[src/rtl/regs_arb_pkg.sv]
// Shared types and constants for the register-file arbiter.
// The arbiter state enum is also used by the bench to decode the exposed state.
package regs_arb_pkg;

    typedef enum logic [1:0] {
        CORE_PRI   = 2'd0,
        DBG_FORCED = 2'd1,
        DBG_LOCKED = 2'd2
    } arb_state_t;

    localparam int REG_ADDR_W = 5;
    localparam int NUM_REGS   = 32;

endpackage

[src/rtl/regs_arbiter.sv]
// Arbitrates the single-write, dual-read register file between the core pipeline
// and the debug port, with starvation forcing and an exclusive debug lock.
module regs_arbiter
    import regs_arb_pkg::*;
#(
    parameter int N        = 8,
    parameter int MAX_WAIT = 4
) (
    input  logic                  clock,
    input  logic                  reset,

    input  logic                  core_req,
    input  logic                  core_we,
    input  logic [REG_ADDR_W-1:0] core_addr_a,
    input  logic [REG_ADDR_W-1:0] core_addr_b,
    input  logic [N-1:0]          core_wdata,
    output logic                  core_gnt,
    output logic                  core_rvalid,
    output logic [N-1:0]          core_rdata_a,
    output logic [N-1:0]          core_rdata_b,

    input  logic                  dbg_req,
    input  logic                  dbg_we,
    input  logic [REG_ADDR_W-1:0] dbg_addr,
    input  logic [N-1:0]          dbg_wdata,
    input  logic                  dbg_lock,
    output logic                  dbg_gnt,
    output logic                  dbg_rvalid,
    output logic [N-1:0]          dbg_rdata,
    output logic                  dbg_locked,

    output logic [REG_ADDR_W-1:0] rf_r_addr1,
    output logic [REG_ADDR_W-1:0] rf_r_addr2,
    output logic                  rf_w_en,
    output logic [N-1:0]          rf_w_data,
    input  logic [N-1:0]          rf_reg_data1,
    input  logic [N-1:0]          rf_reg_data2,

    output arb_state_t            arb_state,
    output logic [3:0]            wait_count
);

    localparam int WAIT_W = 4;
    localparam logic [WAIT_W-1:0] WAIT_MAX  = WAIT_W'(MAX_WAIT);
    localparam logic [WAIT_W-1:0] WAIT_LAST = WAIT_W'(MAX_WAIT - 1);

    arb_state_t        state;
    arb_state_t        state_next;
    logic [WAIT_W-1:0] wait_cnt;
    logic [WAIT_W-1:0] wait_next;

    // Handshake: a requester holds req and its fields stable until it sees gnt in
    // the same cycle; gnt is combinational and means the access happens at this edge.
    // Read data follows one cycle later with rvalid, never for write grants.
    always_comb begin
        core_gnt   = 1'b0;
        dbg_gnt    = 1'b0;
        state_next = state;
        case (state)
            CORE_PRI: begin
                core_gnt = core_req;
                dbg_gnt  = dbg_req & ~core_req;
                if (dbg_lock) begin
                    state_next = DBG_LOCKED;
                end else if (dbg_req && !dbg_gnt && (wait_cnt == WAIT_LAST)) begin
                    state_next = DBG_FORCED;
                end
            end
            DBG_FORCED: begin
                dbg_gnt = dbg_req;
                if (dbg_lock) begin
                    state_next = DBG_LOCKED;
                end else if (dbg_gnt || !dbg_req) begin
                    state_next = CORE_PRI;
                end
            end
            DBG_LOCKED: begin
                dbg_gnt = dbg_req;
                if (!dbg_lock) begin
                    state_next = CORE_PRI;
                end
            end
            default: begin
                state_next = CORE_PRI;
            end
        endcase
    end

    // Starvation counter: counts consecutive denied debug cycles, saturating.
    always_comb begin
        wait_next = wait_cnt;
        if (!dbg_req || dbg_gnt || (state == DBG_LOCKED && !dbg_lock)) begin
            wait_next = '0;
        end else if (wait_cnt < WAIT_MAX) begin
            wait_next = wait_cnt + 1'b1;
        end
    end

    // Only the granted requester drives the register-file pins; idle pins are zero.
    always_comb begin
        rf_r_addr1 = '0;
        rf_r_addr2 = '0;
        rf_w_en    = 1'b0;
        rf_w_data  = '0;
        if (core_gnt) begin
            rf_r_addr1 = core_addr_a;
            rf_r_addr2 = core_addr_b;
            rf_w_en    = core_we;
            rf_w_data  = core_wdata;
        end else if (dbg_gnt) begin
            rf_r_addr2 = dbg_addr;
            rf_w_en    = dbg_we;
            rf_w_data  = dbg_wdata;
        end
    end

    always_ff @(posedge clock) begin
        if (reset) begin
            state    <= CORE_PRI;
            wait_cnt <= '0;
        end else begin
            state    <= state_next;
            wait_cnt <= wait_next;
        end
    end

    // Read data is captured only on read grants so rdata holds while rvalid is low.
    always_ff @(posedge clock) begin
        if (reset) begin
            core_rvalid  <= 1'b0;
            core_rdata_a <= '0;
            core_rdata_b <= '0;
            dbg_rvalid   <= 1'b0;
            dbg_rdata    <= '0;
        end else begin
            core_rvalid <= core_gnt & ~core_we;
            dbg_rvalid  <= dbg_gnt & ~dbg_we;
            if (core_gnt && !core_we) begin
                core_rdata_a <= rf_reg_data1;
                core_rdata_b <= rf_reg_data2;
            end
            if (dbg_gnt && !dbg_we) begin
                dbg_rdata <= rf_reg_data2;
            end
        end
    end

    assign dbg_locked = (state == DBG_LOCKED);
    assign arb_state  = state;
    assign wait_count = wait_cnt;

endmodule

[config.mk]
export PLATFORM = sky130hd
export DESIGN_NAME = regs_arbiter
export DESIGN_NICKNAME = d
export VERILOG_FILES = /design/src/rtl/regs_arb_pkg.sv /design/src/rtl/regs_arbiter.sv
export SDC_FILE = /design/constraint.sdc
export NUM_CORES = 1
export LEC_CHECK = 0
export ABC_AREA = 1
export BUFFER_PORTS_ARGS = -buffer_cell sky130_fd_sc_hd__buf_4
export CAP_MARGIN = 20
export CORE_MARGIN = 3
export CORE_UTILIZATION = 44
export DETAILED_ROUTE_END_ITERATION = 16
export PLACE_DENSITY_LB_ADDON = 0.3
export SYNTH_ARGS = -nofsm -noshare
export SYNTH_HDL_FRONTEND = slang
export SYNTH_SLANG_ARGS = --single-unit
[constraint.sdc]
create_clock -name clock -period 2.9 [get_ports clock]
set_clock_uncertainty 0.15 [all_clocks]
set_input_delay 0.725 -clock clock [delete_from_list [all_inputs] [get_ports clock]]
set_output_delay 0.725 -clock clock [all_outputs]
set_load 0.01 [all_outputs]
==> metrics.txt, run 1 <==
Synth Area in Compound Gates=0.1445; # diodes=0; Yosys Warn Count=0; Area growth, synth to finish=56.66%; adder-cell share of the synthesized area=0.04036; Hold Vio Cnt, Final=0; setup TNS=0 ns; DIE AREA=4271 µm²; Post-DP HPWL=3537 µm; # fillers=274; share of layout cells above drive strength 1=0.3846; Clock power frac=0.258; Area contributors post-synth=dfxtp_1 41%, nand2_1 13%, nor2_1 11%; Synthesized Nets=275; Setup-failing EPs final=0; nets@finish=383; Seq/Total Area, Yosys=0.4132; Slew Limit Fails=0; post-synthesis async set-or-reset flop share=0; Crit path top cell by count=inv_1; CTS buffer count=5; Detail Route Antenna Nets=0; CP Class=flop to output pin; Req. time, crit path=2.03 ns; first-pass GRT wire length=7148 µm; core area=3203 µm²; vias in the first global route=1,613; clk_lat worst skew=~0.32 ns; drt drc=0; CP max FO=16; Synth Area in XOR/XNOR=0.005650; gr ovfl total=0; max incr delay on CP=0.37 ns; simple-gate share of the synthesized area=0.3059; via count=1,722; Psw=around 0.00029 W; initial antenna violation count=0; final non-filler cell total=369; Max rail drop VDD=0.4349 mV; Slew @ Worst Pin=0.4674 ns; Post-Route WL=~4600 µm; post-CTS setup buffer count=0; Hold Crit Start=wait_count[3]; fmax=370.6 MHz; RR Startpoint=arb_state[0]; CTS Root Cell=clkbuf_4; post_cts resized=0; RSZ-0062 raised after global routing=no; maxcap violations=0; max_slew headroom=0.6880; most instantiated library cell after synthesis=nand2_1; Top FF cell, synth=dfxtp_1; largest net degree at the start of global routing=18; Final Util=0.7582; synthesized instance count=216; # IOs=108; global-route usage over all layers=0.2155; post-synth top area share=0.4132; worst path arrival time=1.82 ns; clock transition at the registers of the reported paths=0.10 ns; initial core utilization=0.4840; 1st-pass router iterations=4; crit share post-route=0.9304; mux cell area share after synthesis=0; CTS Hold Bufs=0; mean post-synth cell area=7.177 µm²; CTS tree=yes; clk buf depth=2; FP Rows=20; crit path launch type=flop; synthesis-stage register bit count=32; Synth Cell Area=1550 µm²; die height=65.36 µm; Comb power frac=0.273; Avg WL per Cell=12.35 µm; Lkg Pwr=between 1 and 1.5 nW; Net Sw Frac=0.2878; Synth area leader=dfxtp_1; Critical Path End Type=output pin; crit path cell chain=inv_1 > ha_1 > inv_1 > o21bai_4 > nand2_8 > inv_1 > nand2_1 > a21oi_1 > buf_4; Worst path slowest cell=dfxtp_1; worst hold path class=flop to flop; number of DRC markers in iteration 0=53; CTS sink cnt=32; Flop pwr share=0.469; H-tree depth=2; number of synthesized flops with an enable pin=0; Power Internal=0.0007240 W; Distinct cells, synth=23; status=complete, no violations; critical path's top delay family=buffers and inverters; placed cell count=361; die width=65.36 µm; drt via density=4.667; Power Density=around 420 nW/µm²; Post-synth top cells=52 x nand2_1, 47 x nor2_1, 32 x dfxtp_1, 18 x o21ai_0, 17 x inv_1; Crit. Startpoint=arb_state[1]; Buf/Inv on CP=4; largest family of logic cells by synthesized area=simple AND/OR/NAND/NOR gates; IO Port Bufs=107; Final min period=2.698 ns; GPL Wtd Cong=0.8348
==> registers in the layout (all words and copies together) (netlist names) <==
signal	count
arb_state	2
core_rdata_a	8
core_rdata_b	8
core_rvalid	1
dbg_rdata	8
dbg_rvalid	1
wait_count	4
==> kinds of logic after synthesis <==
kind of cell / count (synthesis)
AO/OA/AOI/OAI: 42
XOR/XNOR: 1
adder cells (fa/ha/maj): 5
buffers and inverters: 26
flip-flops: 32
AND/OR/NAND/NOR: 110
==> worst min-delay path: cells and delay by family, from the launching register on <==
kind / cells / cell delay [ns]
flops: 1 / 0.33
buf+inv: 1 / 0.05
simple gates: 1 / 0.03
==> final cells by class <==
class                           count  area (µm²)  area share
Clock buffer                        7       55.05     0.02267
Timing Repair Buffer              109       822.0      0.3385
Inverter                           18       70.07     0.02885
Clock inverter                      1       7.507    0.003091
Sequential cell                    32       640.6      0.2638
Tap cell                           44       55.05     0.02267
Multi-Input combinational cell    158       778.2      0.3205
==> cells in the final DEF, fill, tap and decap left out <==
cell type,count
a21oi_1,12
buf_4,108
buf_6,1
clkbuf_1,1
clkbuf_4,5
clkbuf_8,1
clkinvlp_4,1
dfxtp_1,32
ha_1,5
inv_1,17
inv_4,1
nand2_1,52
nand2_2,1
nand2_8,1
nand3_1,3
nand3b_2,1
nand4_1,1
nor2_1,47
nor2_2,2
nor2_8,2
o21ai_0,18
o21ai_1,11
o21bai_4,1
xnor2_1,1
==> final timing paths <==
check / end / slack [ns] / cells past startpoint
worst max register to register: core_rdata_a[5] / 1.01 / 9
worst min-delay path: wait_count[3] / 0.30 / 2
worst max-delay path: rf_w_en / 0.20 / 9
worst min register to register: wait_count[3] / 0.30 / 2
==> stage by stage <==
step	hold slack (ns)	power [W]	instance area [µm²]	worst slack, ns
after floorplan	0.3145	0.0006147	1550	0.5977
after global placement	0.2838	0.0007586	2354	0.4198
after detailed placement	0.2929	0.0007635	2354	0.3869
after CTS	0.3071	0.001024	2416	0.1455
after global routing	0.3380	0.001073	2429	0.008419
final	0.3037	0.001017	2429	0.2019
==> per-layer routing <==
metal | vias to the layer above | global-route usage | wire length [µm]
met5 | - | 0 | 0
met1 | 757 | 0.2221 | 1670
met3 | 4 | 0.07692 | 523
met2 | 68 | 0.4008 | 2319
li1 | 893 | - | -
met4 | 0 | 0.06995 | 42
==> power by group through the flow <==
| stage | Combinational, W | Clock [W] | Sequential, W |
|---|---|---|---|
| global placement | 0.000273 | 0 | 0.000485 |
| CTS | 0.000278 | 0.000270 | 0.000476 |
| floorplan | 0.000118 | 0 | 0.000496 |
| detailed placement | 0.000277 | 0 | 0.000486 |
| finish | 0.000278 | 0.000262 | 0.000476 |
| global route | 0.000308 | 0.000286 | 0.000479 |
Power figures use the tool's default switching activity.
==> run 2: changes to the inputs <==
PLACE_DENSITY = 0.92   (was unset)
PLACE_DENSITY_LB_ADDON = unset   (was 0.3)
REMOVE_ABC_BUFFERS = 1   (was unset)
==> run 2 against run 1 <==
  * Cell area is 2.2% higher
  * Sequential power hardly changed
  * First-iteration DRC count increased by 40%
  * Non-clock buffer count rose by 5
==> metrics.txt, run 2 (same netlist as run 1, synthesis figures left out) <==
FP Rows=20 (unchanged); post-route cell area=2481 µm² (+2.2%); Detail Route Antenna Nets=0 (unchanged); Max rail drop VDD=0.3603 mV (-17%); via count=1,761 (+2.3%); R2R depth=10 (+1); most common cell after layout, fill and taps aside=buf_4; Post-DP HPWL=3607 µm (+2.0%); IO Port Bufs=107 (unchanged); first-pass GRT wire length=7065 µm (-1.2%); clk buf depth=2 (unchanged); RR Startpoint=arb_state[0]; largest net degree at the start of global routing=18 (unchanged); global-route usage over all layers=0.2146 (-0.0009264); nets@finish=388 (+1.3%); crit share post-route=0.9445 (+0.01408); Hold Crit Start=wait_count[3]; worst slack, placed=0.3744 ns (-0.01249 ns); Avg WL per Cell=12.56 µm (+1.7%); Final Worst Setup Slack=0.1611 ns (-0.04084 ns); initial core utilization=0.4840 (unchanged); clk_lat worst skew=0.32 ns (about the same); DIE AREA=4271 µm² (unchanged); worst hold path class=flop to flop; Area growth, synth to finish=60.05%; Hold Path End=wait_count[3]; Post-Route WL=4685 µm (+2.8%); CP Class=flop to output pin; Critical Path End Type=output pin; GPL Wtd Cong=0.7811 (-6.4%); Reg-to-Reg End=dbg_rdata[0]; placed cell count=361 (unchanged); die width=65.36 µm (unchanged); CTS buffer count=5 (unchanged); H-tree depth=2 (unchanged); drt via density=4.721 (+1.2%); hold depth=2 (unchanged); status=complete, no violations; number of DRC markers in iteration 0=74 (+40%); Power Density=420.8 nW/µm² (+0.52%); commonest cells after routing, fill and taps aside=112 x buf_4, 52 x nand2_1, 47 x nor2_1; max incr delay on CP=0.36 ns (about the same); Hold Vio Cnt, Final=0 (unchanged); maxcap violations=0 (unchanged); # diodes=0 (unchanged); vias in the first global route=1,570 (-2.7%); initial antenna violation count=0 (unchanged); core area=3203 µm² (unchanged); Setup-failing EPs final=0 (unchanged); Req. time, crit path=2.03 ns (about the same); Slew Limit Fails=0 (unchanged); Lkg Pwr=1.307 nW (+2.7%); die height=65.36 µm (unchanged); worst path arrival time=1.86 ns (+0.04 ns); 1st-pass router iterations=4 (unchanged); CP max FO=8 (-8); final non-filler cell total=373 (+1.1%); CTS Root Cell=clkbuf_4; max_slew headroom=0.6998 (+0.01178); fmax=365.1 MHz (-1.5%); placed cell area=2354 µm² (unchanged); critical path's top delay family=buffers and inverters; Buf/Inv on CP=4 (unchanged); Slew @ Worst Pin=0.4498 ns (-0.01765 ns); # IOs=108 (unchanged); Largest regs=core_rdata_a x8, core_rdata_b x8, dbg_rdata x8; r2r setup slk=0.95 ns (-0.06 ns); CTS sink cnt=32 (unchanged); crit path cell chain=inv_1 > ha_1 > inv_1 > o21bai_4 > nand2_8 > buf_4 > o21ai_1 > buf_4; clock transition at the registers of the reported paths=0.08 ns (-0.02 ns); Final min period=2.739 ns (+0.04084 ns); drt drc=0 (unchanged); share of layout cells above drive strength 1=0.3951 (+0.01052); CTS tree=yes; gr ovfl total=0 (unchanged); crit path launch type=flop; Worst path slowest cell=dfxtp_1
-- run 2: cell count changes in the layout (fill, tap and decap cells not counted) --
| cell | change |
|---|---|
| buf_4 | +4 |
| buf_12 | +1 |
| clkbuf_1 | -1 |
| clkinvlp_4 | -1 |
| clkbuf_8 | +1 |
-- run 2: per-layer routing --
layer  global-route usage  part of all wire
met5                    0                 0
met4              0.06218            0.0081
met3              0.09744              0.13
met2               0.3805              0.48
met1               0.2268              0.38
-- run 2: area by class of cell --
| type | instances | area, µm² |
|---|---|---|
| multi-input combinational | 158 | 778.2 |
| timing repair buffer | 114 | 872.1 |
| clock buffer | 7 | 65.06 |
| fill | 235 | 721.9 |
| sequential | 32 | 640.6 |
| tap | 44 | 55.05 |
| inverter | 18 | 70.07 |
-- run 2: how the worst max path moves through the flow --
stage / start / to / slack (ns) / cells after the start
global route: arb_state[1] / rf_w_en / -0.008 / 9
finish: arb_state[0] / rf_r_addr2[0] / 0.16 / 8
CTS: arb_state[0] / rf_w_en / 0.15 / 8
floorplan: arb_state[0] / rf_r_addr2[4] / 0.52 / 6
detailed placement: core_req / rf_w_en / 0.37 / 7
global placement: core_req / rf_w_en / 0.41 / 7
-- run 2: tightest hold or removal path, stage by stage, from the launching register on --
cell	delay, ns
dfxtp_1	0.34
inv_1	0.05
nor2_1	0.03
-- run 2: repair_timing --
item | in CTS | in global routing
buffers inserted | 0 | 5
endpoints found under the setup margin | 0 | 2
hold buffers | 0 | 0
gates resized for setup | 0 | 2
-- run 2: report_power, final --
part           leakage, nW  switching (W)  total (W)  internal, W
Combinational         1.01       0.000139   0.000291     0.000152
Clock               0.0374       0.000139   0.000276     0.000137
Sequential           0.262      0.0000130   0.000476     0.000463
-- run 2: metrics by stage --
step / hold WS, ns / power (W) / util / setup TNS [ns]
final: 0.3084 / 0.001044 / 0.7746 / 0
after global routing: 0.3367 / 0.001103 / 0.7746 / -0.01005
after CTS: 0.3124 / 0.001037 / 0.7551 / 0
after detailed placement: 0.3024 / 0.0007634 / 0.7348 / 0
after global placement: 0.2924 / 0.0007578 / 0.7348 / 0
after floorplan: 0.3145 / 0.0006006 / - / 0
==> run 3: changes to the inputs <==
CORE_UTILIZATION = 37   (was 44)
PLACE_DENSITY = 0.83   (was 0.92)
SLEW_MARGIN = 20   (was unset)
clock period = 2.45 ns   (was 2.9 ns; I/O delays follow)
==> run 3 against run 2 <==
  * Non-clock buffer count decreased by 1
  * Sequential power increased by 18%
  * Critical path type unchanged
  * Highest routed layer unchanged
  * Critical path depth decreased by 2
  * Critical endpoint is now rf_w_data[2]
  * Sequential share of layout area decreased by 0.45 points
  * Routed wire length increased by 4.0%
  * Utilization decreased by 11 points
  * Register-to-register slack got worse by 0.26 ns
  * Setup slack got worse by 0.090 ns
  * Final cell count increased by 1.3%
==> metrics.txt, run 3 (same netlist as run 1, synthesis figures left out) <==
status=complete, no violations; initial core utilization=0.4023 (-0.08171); die width=70.73 µm (+8.2%); r2r setup slk=0.69 ns (-0.26 ns); R2R depth=8 (-2); CTS sink cnt=32 (unchanged); hold depth=2 (unchanged); worst hold path class=flop to flop; nets@finish=388 (unchanged); gr ovfl total=0 (unchanged); Worst path slowest cell=dfxtp_2; Avg WL per Cell=12.89 µm (+2.7%); Power Density=550.8 nW/µm² (+31%); CTS Root Cell=clkbuf_8; final non-filler cell total=378 (+1.3%); RSZ-0062 raised after global routing=no; Setup-failing EPs final=0 (unchanged); first-pass GRT wire length=7728 µm (+9.4%); die height=70.73 µm (+8.2%); FP Rows=22 (+10%); Reg-to-Reg End=dbg_rdata[2]; Detail Route Antenna Nets=0 (unchanged); Area growth, synth to finish=64.16%; maxcap violations=0 (unchanged); Largest regs=core_rdata_a x8, core_rdata_b x8, dbg_rdata x8; commonest cells after routing, fill and taps aside=113 x buf_4, 52 x nand2_1, 47 x nor2_1; vias in the first global route=1,723 (+9.7%); fmax=420.4 MHz; share of layout cells above drive strength 1=0.4182 (+0.02305); CTS Hold Bufs=0 (unchanged); CP max FO=8 (unchanged); DIE AREA=5003 µm² (+17%); Critical Path End Type=output pin; clk_lat worst skew=0.28 ns (-0.04 ns); via count=1,782 (+1.2%); clock transition at the registers of the reported paths=0.07 ns (about the same); Slew @ Worst Pin=0.2924 ns (-0.1574 ns); Slew Limit Fails=0 (unchanged); number of DRC markers in iteration 0=25 (-66%); crit path cell chain=inv_2 > ha_4 > o21bai_4 > nand2_4 > o21ai_1 > buf_4; setup TNS=0 ns (unchanged); clk buf depth=2 (unchanged); Post-DP HPWL=3677 µm (+1.9%); worst slack, placed=0.1950 ns (-0.1794 ns); placed cell area=2374 µm² (+0.85%); initial antenna violation count=0 (unchanged); Req. time, crit path=1.69 ns (-0.34 ns); post-route cell area=2545 µm² (+2.6%); # IOs=108 (unchanged); CTS tree=yes; 1st-pass router iterations=5 (+1); RR Startpoint=arb_state[1]; Max rail drop VDD=0.3817 mV (+5.9%); IO Port Bufs=107 (unchanged); worst path arrival time=1.62 ns (-0.24 ns); Post-Route WL=4874 µm (+4.0%); CP Class=flop to output pin; Final min period=2.379 ns; Hold Vio Cnt, Final=0 (unchanged); CTS buffer count=5 (unchanged); GPL Wtd Cong=0.7878 (+0.86%); max_slew headroom=0.8043 (+0.1045); Lkg Pwr=1.316 nW (+0.69%); drt via density=4.714 (-0.15%); crit share post-route=0.9709; global-route usage over all layers=0.1917 (-0.02286); Final Worst Setup Slack=0.07137 ns (-0.08969 ns); max incr delay on CP=0.37 ns (about the same); Hold Path End=wait_count[3]; H-tree depth=2 (unchanged); largest net degree at the start of global routing=18 (unchanged); placed cell count=367 (+1.7%); most common cell after layout, fill and taps aside=buf_4; Pwr Total=0.001402 W (+34%); drt drc=0 (unchanged); # diodes=0 (unchanged); Hold Crit Start=wait_count[3]; crit path launch type=flop; core area=3854 µm² (+20%)
-- run 3: cell types whose count changed in the layout (fill, tap and decap cells not counted), moves of 2 or more --
cell / previous run / this run
clkbuf_8: 2 / 5
inv_2: 0 / 3
dfxtp_1: 32 / 30
clkbuf_4: 5 / 0
inv_1: 17 / 12
-- run 3: per-layer routing --
metal | vias to the layer above | routed length, µm | track usage
li1 | 904 | - | -
met1 | 791 | 1898 | 0.2125
met2 | 80 | 2394 | 0.3399
met3 | 7 | 521 | 0.07244
met4 | 0 | 59 | 0.05637
met5 | - | 0 | 0
-- run 3: power breakdown --
group	switching (W)	internal, W	total (W)
Clock	0.000188	0.000302	0.000490
Combinational	0.000169	0.000178	0.000348
Sequential	0.0000157	0.000549	0.000564
Total	0.000373	0.00103	0.00140
-- run 3: metrics by stage --
step	hold slack, ns	util
detailed placement	0.2886	0.6159
floorplan	0.3145	-
global placement	0.2845	0.6159
CTS	0.2994	0.6562
finish	0.2999	0.6604
global route	0.3282	0.6604
-- run 3: worst max-delay path by stage --
stage | endpoint | slack, ns | startpoint
after floorplan | rf_r_addr2[4] | 0.18 | arb_state[0]
after global placement | rf_w_en | 0.21 | core_req
after detailed placement | rf_w_en | 0.20 | arb_state[0]
after CTS | rf_w_en | 0.002 | arb_state[1]
after global routing | rf_w_en | 0.0001 | arb_state[0]
final | rf_w_data[2] | 0.07 | arb_state[0]
-- run 3: layout make-up --
cell class | instances | area, µm²
clock buffers | 6 | 72.57
clock inverters | 2 | 35.03
fillers | 355 | 1309
inverters | 18 | 76.32
multi-input cells | 159 | 807.0
flip-flops and latches | 32 | 645.6
well taps | 48 | 60.06
repair buffers | 113 | 848.3
-- run 3: critical path: cells and delay by family, from the launching register on --
kind | cells | cell delay [ns]
adders and majority gates | 1 | 0.26
DFF | 1 | 0.37
and+or+nand+nor | 1 | 0.15
buffers and inverters | 2 | 0.22
AOI/OAI and AO/OA | 2 | 0.34
-- run 3: what timing repair did --
item	4_1_cts	5_1_grt
setup endpoints to repair	15	14
gates resized for setup	8	5
pin swaps	2	2
setup buffers	1	1
cloned	1	0
